==> src/rtl/deserializer.sv <==
// Serial-to-parallel receiver: start bit, TXN_SZ data bits MSB first, even parity, stop bit (0).
// Recovered words sit in a one-entry valid/ready output register with parity/framing flags.
module deserializer #(
    parameter int TXN_SZ = 8
) (
    input  logic              clock,
    input  logic              reset_n,
    input  logic              sin,
    output logic [TXN_SZ-1:0] dout,
    output logic              dout_valid,
    input  logic              dout_ready,
    output logic              parity_err,
    output logic              frame_err,
    output logic              overrun,
    output logic              busy
);

    localparam int CW = $clog2(TXN_SZ + 2);
    localparam int SW = TXN_SZ + 1;
    localparam logic [CW-1:0] CNT_INIT = CW'(TXN_SZ + 1);

    typedef enum logic [1:0] {
        IDLE,
        RECV,
        HUNT
    } state_t;

    state_t          state, state_nxt;
    logic [CW-1:0]   count;
    logic [SW-1:0]   shreg;
    logic [TXN_SZ-1:0] frame_data;
    logic            frame_par;
    logic            complete;
    logic            load;

    function automatic logic parity_bad(input logic [TXN_SZ-1:0] d, input logic p);
        return (^d) != p;
    endfunction

    always_ff @(posedge clock) begin
        if (!reset_n) state <= IDLE;
        else          state <= state_nxt;
    end

    always_comb begin
        state_nxt = state;
        complete  = 1'b0;
        case (state)
            IDLE: if (sin) state_nxt = RECV;
            RECV: begin
                if (count == '0) begin
                    complete  = 1'b1;
                    state_nxt = sin ? HUNT : IDLE;
                end
            end
            HUNT: if (!sin) state_nxt = IDLE;
            default: state_nxt = IDLE;
        endcase
    end

    assign busy = (state != IDLE);

    // Shifter holds data + parity; the stop bit is taken live from sin on the completion cycle.
    always_ff @(posedge clock) begin
        if (!reset_n) begin
            count <= '0;
            shreg <= '0;
        end else if (state == IDLE && sin) begin
            count <= CNT_INIT;
        end else if (state == RECV) begin
            shreg <= {shreg[SW-2:0], sin};
            if (count != '0) count <= count - 1'b1;
        end
    end

    assign frame_data = shreg[SW-1:1];
    assign frame_par  = shreg[0];

    // A completing frame loads if the register is empty or being drained this same cycle.
    assign load = complete && (!dout_valid || dout_ready);

    always_ff @(posedge clock) begin
        if (!reset_n) begin
            dout       <= '0;
            dout_valid <= 1'b0;
            parity_err <= 1'b0;
            frame_err  <= 1'b0;
            overrun    <= 1'b0;
        end else begin
            overrun <= complete && !load;
            if (load) begin
                dout       <= frame_data;
                parity_err <= parity_bad(frame_data, frame_par);
                frame_err  <= sin;
                dout_valid <= 1'b1;
            end else if (dout_ready) begin
                dout_valid <= 1'b0;
            end
        end
    end

endmodule

==> config.mk <==
export PLATFORM = sky130hd
export DESIGN_NAME = deserializer
export DESIGN_NICKNAME = d
export VERILOG_FILES = /design/src/rtl/deserializer.sv
export SDC_FILE = /design/constraint.sdc
export NUM_CORES = 1
export LEC_CHECK = 0
export ABC_AREA = 1
export BUFFER_PORTS_ARGS = -buffer_cell sky130_fd_sc_hd__buf_2
export CAP_MARGIN = 25
export CORE_MARGIN = 3
export CORE_UTILIZATION = 30
export DETAILED_ROUTE_END_ITERATION = 10
export GPL_ROUTABILITY_DRIVEN = 0
export PLACE_DENSITY = 0.53
export RECOVER_POWER = 25
export SLEW_MARGIN = 30
export SYNTH_ARGS = -nofsm -noshare
export SYNTH_HDL_FRONTEND = slang
export SYNTH_SLANG_ARGS = --single-unit
==> constraint.sdc <==
create_clock -name clock -period 2.2 [get_ports clock]
set_input_delay 0 -clock clock [delete_from_list [all_inputs] [get_ports clock]]
set_output_delay 0 -clock clock [all_outputs]
set_load 0.1 [all_outputs]
==> impl_metrics.toml, run 1 <==
[status]
status = "completed"

[clock_network]
cts_made_buffers = 3
cts_tree = "built"
clk_pin_slew_worst_paths_ps = 90
cts_buffer_depth = 2
cts_max_level = 1
ctsHoldBuffers = 0
cts_resized = 0
clk_latency_ps = 270
cts.sinks = 27
postCtsSetupRepairBufs = 0
cts_root_buf = "clkbuf_8"

[timing]
tightest_slew_ps = 1170
maxSlewHeadroom = 0.225
fin_crit_ps = 1570
final_hold_viol_count = 0
max_freq_mhz = 638
fin_setup_tns_ps = 0
setup_violations = 0
post-route-period-util = 0.712
slew_violations = 0
clock_skew_ps = 1.39
rsz0062_at_grt = "false"

[final_layout]
drive_gt1_frac = 0.0915
nets = 170
stdcell_count = 210
diodes = 0
fillCellCount = 398
syn2layout_area_growth_pct = 13.2
fin_util = 0.365

[yosys]
syn_inst = 148
synthFlopType = "dfxtp_1"
yosysMostFrequentCell = "dfxtp_1"
yosysSeqAreaShare = 0.483
ys_types = 18
synth.avg_cell_area_um2 = 7.57
yosys.area.top_type = "dfxtp_1"
ys_top_cells_by_count = "dfxtp_1 (27), inv_1 (21), a21oi_1 (20), nand2_1 (19), o21ai_0 (18)"
syn_nets = 153
syn_area_um2 = 1120
yosysWarnings = 0
async_flop_share = 0
synth_top_area_frac = 0.483
synth_area_leaders = "dfxtp_1 (48%), a21oi_1 (8.9%), o21ai_0 (8.0%), inv_1 (7.0%), nand2_1 (6.4%)"
synth-seq-cells = 27
synth-edff-count = 0

[floorplan]
pin_count = 17
fp.dieH_um = 67.1
rows = 21
die-area_um2 = 4500
coreArea_um2 = 3470
start_util = 0.323
die_x_um = 67.1

[detailed_routing]
routed_wl_mm = 2.10
drt_iter0_drc = 72
routedWlPerCell_um = 10.0
via_per_inst = 4.54
antenna_left = 0
route.vias.total = 954
firstDrtPassIters = 4
post-route-drc-count = 0

[pwr]
leakage_nw = 0.543
power_density_nw_per_um2 = 951
peakVddDrop_mv = 0.501
power_w = 0.00121

[critical_path]
critPathSlowestCell = "dfxtp_1"
crit_type = "reg -> reg"
cp_common_cell = "inv_2"
required_ps = 2370
crit_path_start_kind = "register"
arrival_ps = 1740
cp-end-kind = "register"
crit_family = "simple AND/OR/NAND/NOR gates"
cp_cell_sequence = "inv_2 > nor2_4 > inv_2 > nor2_4 > inv_2 > nor2_8 > inv_1 > nor2_1 > nor2_1"
slowest_delay_ps = 350
crit_buf_inv = 4
worst-path-max-fanout = 18

[job]
max_cap_viol_count = 0

[global_route]
grt_pass1_vias = 917
overflow = 0
grt_max_degree = 24
grt_pass1_wl_mm = 3.95
groute.usage.overall = 0.115
antenna_found_initial = 0

[placement]
portBuffers = 16
placed_cells = 206
dp_hpwl_mm = 1.55

[hold_path]
min_path_type = "in -> reg"
==> per-layer routing <==
layer  wire length, um  vias up  share of wire  track usage
li1                  -      505              -            -
met1               974      420           0.46        0.137
met2               982       25           0.47        0.194
met3               117        4          0.056       0.0354
met4                26        0          0.012       0.0380
met5                 0        -              0            0
==> per-stage QoR <==
stage / hold WS (ps) / instance area [um2] / worst slack, ps
final: 39.7 / 1270 / 634
after global routing: 68.5 / 1270 / 337
after CTS: 33.5 / 1280 / 615
after detailed placement: 325 / 1230 / 632
after global placement: 313 / 1230 / 720
after floorplan: 147 / 1120 / 365
==> logic make-up after synthesis <==
kind of cell	count (synthesis)	share of synthesized area
xor gates and xnor gates	2	0.0156
DFF	27	0.483
and+or+nand+nor	46	0.190
buffers and inverters	28	0.101
AOI/OAI and AO/OA	44	0.200
adders and majority gates	1	0.0112
==> worst reg2reg max path, cell delays in order, from the launching register on <==
cell,delay (ps)
dfxtp_1,350
inv_2,50
nor2_4,280
inv_2,130
nor2_4,140
inv_2,70
nor2_8,190
inv_1,110
nor2_1,100
nor2_1,50
==> cell type report <==
type	instances	area, um2	share of cell area
inverters	24	90.1	0.0711
well taps	46	57.6	0.0454
multi-input cells	93	467	0.368
repair buffers	16	67.6	0.0533
flip-flops and latches	27	541	0.426
clock buffers	4	45.0	0.0355
==> state kept, by name (all words and copies together) (netlist names) <==
name and count:
shreg 9, dout 8, count 4, state 2, dout_valid 1, frame_err 1
overrun 1, parity_err 1
==> where the power goes <==
part / internal (W) / total, W / switching [W]
sequential: 0.000536 / 0.000565 / 0.0000287
clock: 0.000130 / 0.000279 / 0.000149
combinational: 0.0000725 / 0.000362 / 0.000289
total: 0.000738 / 0.00121 / 0.000467
==> layout by cell type (no fill, tap or decap), types with 2 or more instances in the layout <==
cell       n
inv_1     21
clkbuf_1  11
nor2_4     2
clkbuf_8   3
o21ai_1    4
xor2_1     2
a21oi_1   20
o21ai_0   18
nor2_1    17
dfxtp_1   27
nand3_1    7
nand2_1   19
inv_2      3
buf_2      6
==> final timing paths <==
path                    startpoint                     to  slack [ps]  cells after the start
max reg2reg  state[0]$_SDFFE_PN0P_   dout[2]$_SDFFE_PN0P_         630                      9
max          state[0]$_SDFFE_PN0P_   dout[2]$_SDFFE_PN0P_         630                      9
min reg2reg  count[2]$_SDFFE_PP0P_  count[2]$_SDFFE_PP0P_         470                      2
min                            sin  shreg[0]$_SDFFE_PN0P_          40                      3
(Power assumes the default switching activity.)
==> run 2: changes to the inputs <==
clock period = 1.6 ns   (was 2.2 ns; I/O delays follow)
==> run 2 against run 1 <==
Effect of this change:
- register-to-register slack worse by 520 ps
- critical path depth is 1 higher
- design area is 7.0% higher
- total power is 42% higher
- routed wire length up 9.0%
==> impl_metrics.toml, run 2 (synthesis results as in run 1) <==
[status]
status = "completed"

[critical_path]
crit_buf_inv = 4
required_ps = 1760
arrival_ps = 1650
slowest_delay_ps = 350
crit_path_start_kind = "register"
cp_cell_sequence = "inv_1 > ha_1 > nand3_2 > nor2_4 > inv_2 > nor2_8 > buf_12 > buf_12 > o21ai_0 > a21oi_1"
cp_common_cell = "buf_12"
crit_family = "buffers and inverters"
cp-end-kind = "register"
worst-path-max-fanout = 8
critPathSlowestCell = "dfxtp_1"
crit_type = "reg -> reg"

[final_layout]
drive_gt1_frac = 0.188
regMostFlops = "shreg"
syn2layout_area_growth_pct = 21.1
final_cell_mix = "dfxtp_1 (26), inv_1 (22), a21oi_1 (20)"
largestRegisters = "shreg (9), dout (8), count (4)"
nets = 176
fillCellCount = 375
fin_area_um2 = 1360
largest_reg_flops = 9
diodes = 0
layout_commonest_cell = "dfxtp_1"

[global_route]
groute.usage.overall = 0.114
antenna_found_initial = 0
use_met3 = 0.0405
grt_util_met2 = 0.199
grt_pass1_wl_mm = 3.89
busiest_layer = "met2"
use_met1 = 0.131
grt_max_degree = 24
grt_pass1_vias = 918
overflow = 0

[pwr]
p_int_w = 0.00105
swShare = 0.383
switchingPower_w = 0.000655
p_seq_frac = 0.455
leakage_nw = 0.619
power_density_nw_per_um2 = 1260
peakVddDrop_mv = 0.809
power_frac_clock = 0.223
pwr-share-comb = 0.322

[floorplan]
pin_count = 17
start_util = 0.323
rows = 21
die_x_um = 67.1
coreArea_um2 = 3470
die-area_um2 = 4500
fp.dieH_um = 67.1

[clock_network]
cts.sinks = 27
cts_max_level = 1
cts_buffer_depth = 2
cts_tree = "built"
clk_latency_ps = 270
clk_pin_slew_worst_paths_ps = 90
ctsHoldBuffers = 0
cts_root_buf = "clkbuf_8"
cts_made_buffers = 3

[detailed_routing]
routedWlPerCell_um = 10.6
firstDrtPassIters = 4
post-route-drc-count = 0
routed_wl_mm = 2.29
route.vias.total = 962
drt_iter0_drc = 48
via_per_inst = 4.45
antenna_left = 0

[placement]
dp_hpwl_mm = 1.59
placed_cell_area_um2 = 1240
portBuffers = 16
dp_slack_ps = 117

[timing]
clock_skew_ps = 2.39
final_hold_viol_count = 0
max_freq_mhz = 673
fin_setup_tns_ps = 0
finalWorstSetupSlack_ps = 114
rsz0062_at_grt = "false"
post-route-period-util = 0.929
setup_violations = 0
slew_violations = 0
maxSlewHeadroom = 0.636
tightest_slew_ps = 549
fin_crit_ps = 1490

[job]
max_cap_viol_count = 0

[hold_path]
min_path_type = "in -> reg"
-- run 2: area by class of cell --
cell class,instances,area [um2],area share
inverter,24,90.1,0.0664
tap,46,57.6,0.0424
clock buffer,4,45.0,0.0332
sequential,27,542,0.399
multi-input combinational,93,472,0.348
timing repair buffer,22,150,0.111
-- run 2: path summary, 6_finish.rpt --
check	from	end	slack, ps	cells past startpoint
worst min register to register	count[2]$_SDFFE_PP0P_	count[2]$_SDFFE_PP0P_	470	2
worst max-delay path	count[0]$_SDFFE_PN0P_	dout[4]$_SDFFE_PN0P_	110	10
worst min-delay path	sin	state[1]$_SDFFE_PN0P_	40	3
worst max register to register	count[0]$_SDFFE_PN0P_	dout[4]$_SDFFE_PN0P_	110	10
-- run 2: what timing repair did --
action                     CTS  global route
gates resized for setup      0             2
setup endpoints to repair    0             5
buffers inserted             0             5
-- run 2: power groups by stage --
stage	combinational [W]	sequential [W]	clock, W
after floorplan	0.000237	0.000986	0
after global placement	0.000507	0.000791	0
after detailed placement	0.000514	0.000793	0
after CTS	0.000516	0.000778	0.000395
after global routing	0.000600	0.000789	0.000428
final	0.000550	0.000778	0.000381
-- run 2: layer usage --
layer,share of wire,vias up,wire length (um)
met4,0.0070,0,16
met5,0,-,0
met2,0.44,13,1010
met3,0.038,2,87
li1,-,522,-
met1,0.51,425,1180
-- run 2: per-stage QoR --
stage,cells,utilization,total power [W],hold WS (ps)
2_1_floorplan,148,-,0.00122,147
3_3_place_gp,207,0.359,0.00130,306
3_5_place_dp,207,0.359,0.00131,320
4_1_cts,211,0.372,0.00169,33.0
5_1_grt,216,0.391,0.00182,43.5
6_report,216,0.391,0.00171,37.0
-- run 2: worst reg2reg max path, cell delays in order, from the launching register on --
cell and delay (ps):
dfxtp_1 350, inv_1 60, ha_1 230, nand3_2 110, nor2_4 40, inv_2 90, nor2_8 50, buf_12 150
buf_12 120, o21ai_0 130, a21oi_1 50
==> run 3: changes to the inputs <==
ABC_AREA = default   (was 1)
PLACE_DENSITY = 0.54   (was 0.53)
==> run 3 against run 2 <==
Effect of this change:
- die area down 3.7%
- global-route usage down 0.89 points
- sequential cell count unchanged
- critical path depth down 6
- highest routed layer unchanged
==> impl_metrics.toml, run 3 <==
[status]
status = "completed"

[timing]
fin_setup_tns_ps = 0
post-route-period-util = 0.952
tightest_slew_ps = 487
max_freq_mhz = 656
clock_skew_ps = 3.50
finalWorstSetupSlack_ps = 76.6
slew_violations = 0
fin_crit_ps = 1520
final_hold_viol_count = 0
maxSlewHeadroom = 0.678
fin_hold_ws_ps = 492
setup_violations = 0

[final_layout]
nets = 153
drive_gt1_frac = 0.211
final_cell_mix = "dfxtp_1 (23), nand2_1 (21), a21oi_1 (16), buf_2 (16), nor2_1 (15)"
largest_reg_flops = 9
layout_commonest_cell = "dfxtp_1"
diodes = 0
largestRegisters = "shreg (9), dout (8), count (4)"
fin_util = 0.390
multi_input_area_um2 = 507
syn2layout_area_growth_pct = 22.9
fillCellCount = 359
regMostFlops = "shreg"
register_area_um2 = 546

[detailed_routing]
drt_iter0_drc = 49
via_per_inst = 4.57
firstDrtPassIters = 4
routedWlPerCell_um = 11.1
antenna_left = 0
wl_met1_um = 989
post-route-drc-count = 0
wl_met2_mm = 1.05
topRoutingLayerUsed = "met4"
wl_met3_um = 93
route.vias.total = 882
routed_wl_mm = 2.15

[yosys]
synthFlopType = "dfxtp_1"
yosysWarnings = 0
synth_top_area_frac = 0.503
ys_types = 24
synth.avg_cell_area_um2 = 8.88
synth-seq-cells = 27
async_flop_share = 0
yosysMostFrequentCell = "dfxtp_1"
syn_inst = 121
yosys.area.top_type = "dfxtp_1"
syn_area_um2 = 1070
synth_area_leaders = "dfxtp_1 (50%), mux2i_1 (9.3%), a21oi_1 (7.5%), nand2_1 (7.3%), nor2_1 (5.2%)"
yosysSeqAreaShare = 0.503
ys_top_cells_by_count = "dfxtp_1 (27), nand2_1 (21), a21oi_1 (16), nor2_1 (15), mux2i_1 (10)"
syn_nets = 126
synth-edff-count = 0

[floorplan]
fp.dieH_um = 65.9
die-area_um2 = 4340
coreArea_um2 = 3390
start_util = 0.317
pin_count = 17
die_x_um = 65.9
rows = 21

[critical_path]
required_ps = 1880
crit_path_start = "shreg[1]$_SDFFE_PN0P_"
cp-end-kind = "register"
worst-path-max-fanout = 3
crit_type = "reg -> reg"
crit_path_start_kind = "register"
critPathSlowestCell = "or4_1"
arrival_ps = 1800
r2r_start = "shreg[1]$_SDFFE_PN0P_"
cp_cell_sequence = "xor2_1 > xnor3_1 > or4_1 > nand3_1"
slowest_delay_ps = 480

[global_route]
overflow = 0
grt_pass1_wl_mm = 3.51
grt_pass1_vias = 822
grt_max_degree = 24
antenna_found_initial = 0
groute.usage.overall = 0.105

[pwr]
peakVddDrop_mv = 0.583
leakage_nw = 0.593
swShare = 0.292
power_density_nw_per_um2 = 916
p_int_w = 0.000856
switchingPower_w = 0.000354
power_frac_clock = 0.240
pwr-share-comb = 0.175
power_w = 0.00121
p_seq_frac = 0.584

[clock_network]
cts_made_buffers = 3
cts_buffer_depth = 2
cts.sinks = 27
clk_latency_ps = 320
cts_tree = "built"
clk_pin_slew_worst_paths_ps = 140
cts_max_level = 1
cts_root_buf = "clkbuf_4"

[placement]
dp_slack_ps = 28.6
portBuffers = 16
dp_hpwl_mm = 1.49

[job]
max_cap_viol_count = 0

[hold_path]
min_path_type = "reg -> reg"
worstHoldStart = "shreg[1]$_SDFFE_PN0P_"
## run 3: changes by cell type in the layout (fill, tap and decap cells not counted), sizes merged, moves of 2 or more
| cell | change |
|---|---|
| nand3 | -4 |
| nand2 | +2 |
| clkbuf | -8 |
| nand2b | +3 |
| dlygate4sd3 | +4 |
| mux2i | +10 |
| buf | +8 |
| o21ai | -22 |
| a21oi | -4 |
| inv | -20 |
| xnor2 | +5 |
| nor2 | -5 |
## run 3: stage by stage
stage          instances  cell area (um2)
2_1_floorplan        121             1080
3_3_place_gp         183             1230
3_5_place_dp         183             1230
4_1_cts              191             1300
5_1_grt              193             1320
6_report             193             1320
## run 3: power groups by stage
stage / logic [W] / clock network, W / registers, W
after floorplan: 0.000129 / 0 / 0.000748
after global placement: 0.000203 / 0 / 0.000721
after detailed placement: 0.000207 / 0 / 0.000722
after CTS: 0.000215 / 0.000314 / 0.000707
after global routing: 0.000230 / 0.000346 / 0.000711
final: 0.000212 / 0.000291 / 0.000707
## run 3: layer usage
metal,vias up,global-route usage
li1,455,-
met1,410,0.121
met2,15,0.183
met5,-,0
met3,2,0.0408
met4,0,0.0233
## run 3: critical path: cells and delay by family (launching register included)
kind,cells,cell delay (ps)
DFF,1,370
and+or+nand+nor,2,560
xor gates and xnor gates,2,550
## run 3: path summary, 6_finish.rpt
| check | cells after the start | to | slack, ps |
|---|---|---|---|
| min | 2 | shreg[1]$_SDFFE_PN0P_ | 490 |
| max reg2reg | 4 | parity_err$_SDFFE_PN0P_ | 80 |
| min reg2reg | 2 | shreg[1]$_SDFFE_PN0P_ | 490 |
| max | 4 | parity_err$_SDFFE_PN0P_ | 80 |
## run 3: kinds of logic after synthesis
logic type      share of synthesized area
fa+ha+maj                          0.0116
mux                                0.0931
xor+xnor                           0.0698
flops                               0.503
compound gates                     0.0815
simple gates                        0.208
buf+inv                            0.0326
## run 3: area by class of cell
cell class,instances,area share
inverter,4,0.0114
sequential,27,0.413
multi-input combinational,85,0.384
tap,46,0.0436
clock buffer,3,0.0170
timing repair buffer,27,0.128
clock inverter,1,0.00379
## run 3: timing repair
action	in CTS	in global routing
buffers inserted	0	2
hold buffers	4	0
resized for setup	1	3
endpoints found under the setup margin	1	1
gates cloned	0	0
endpoints found under the hold margin	9	0
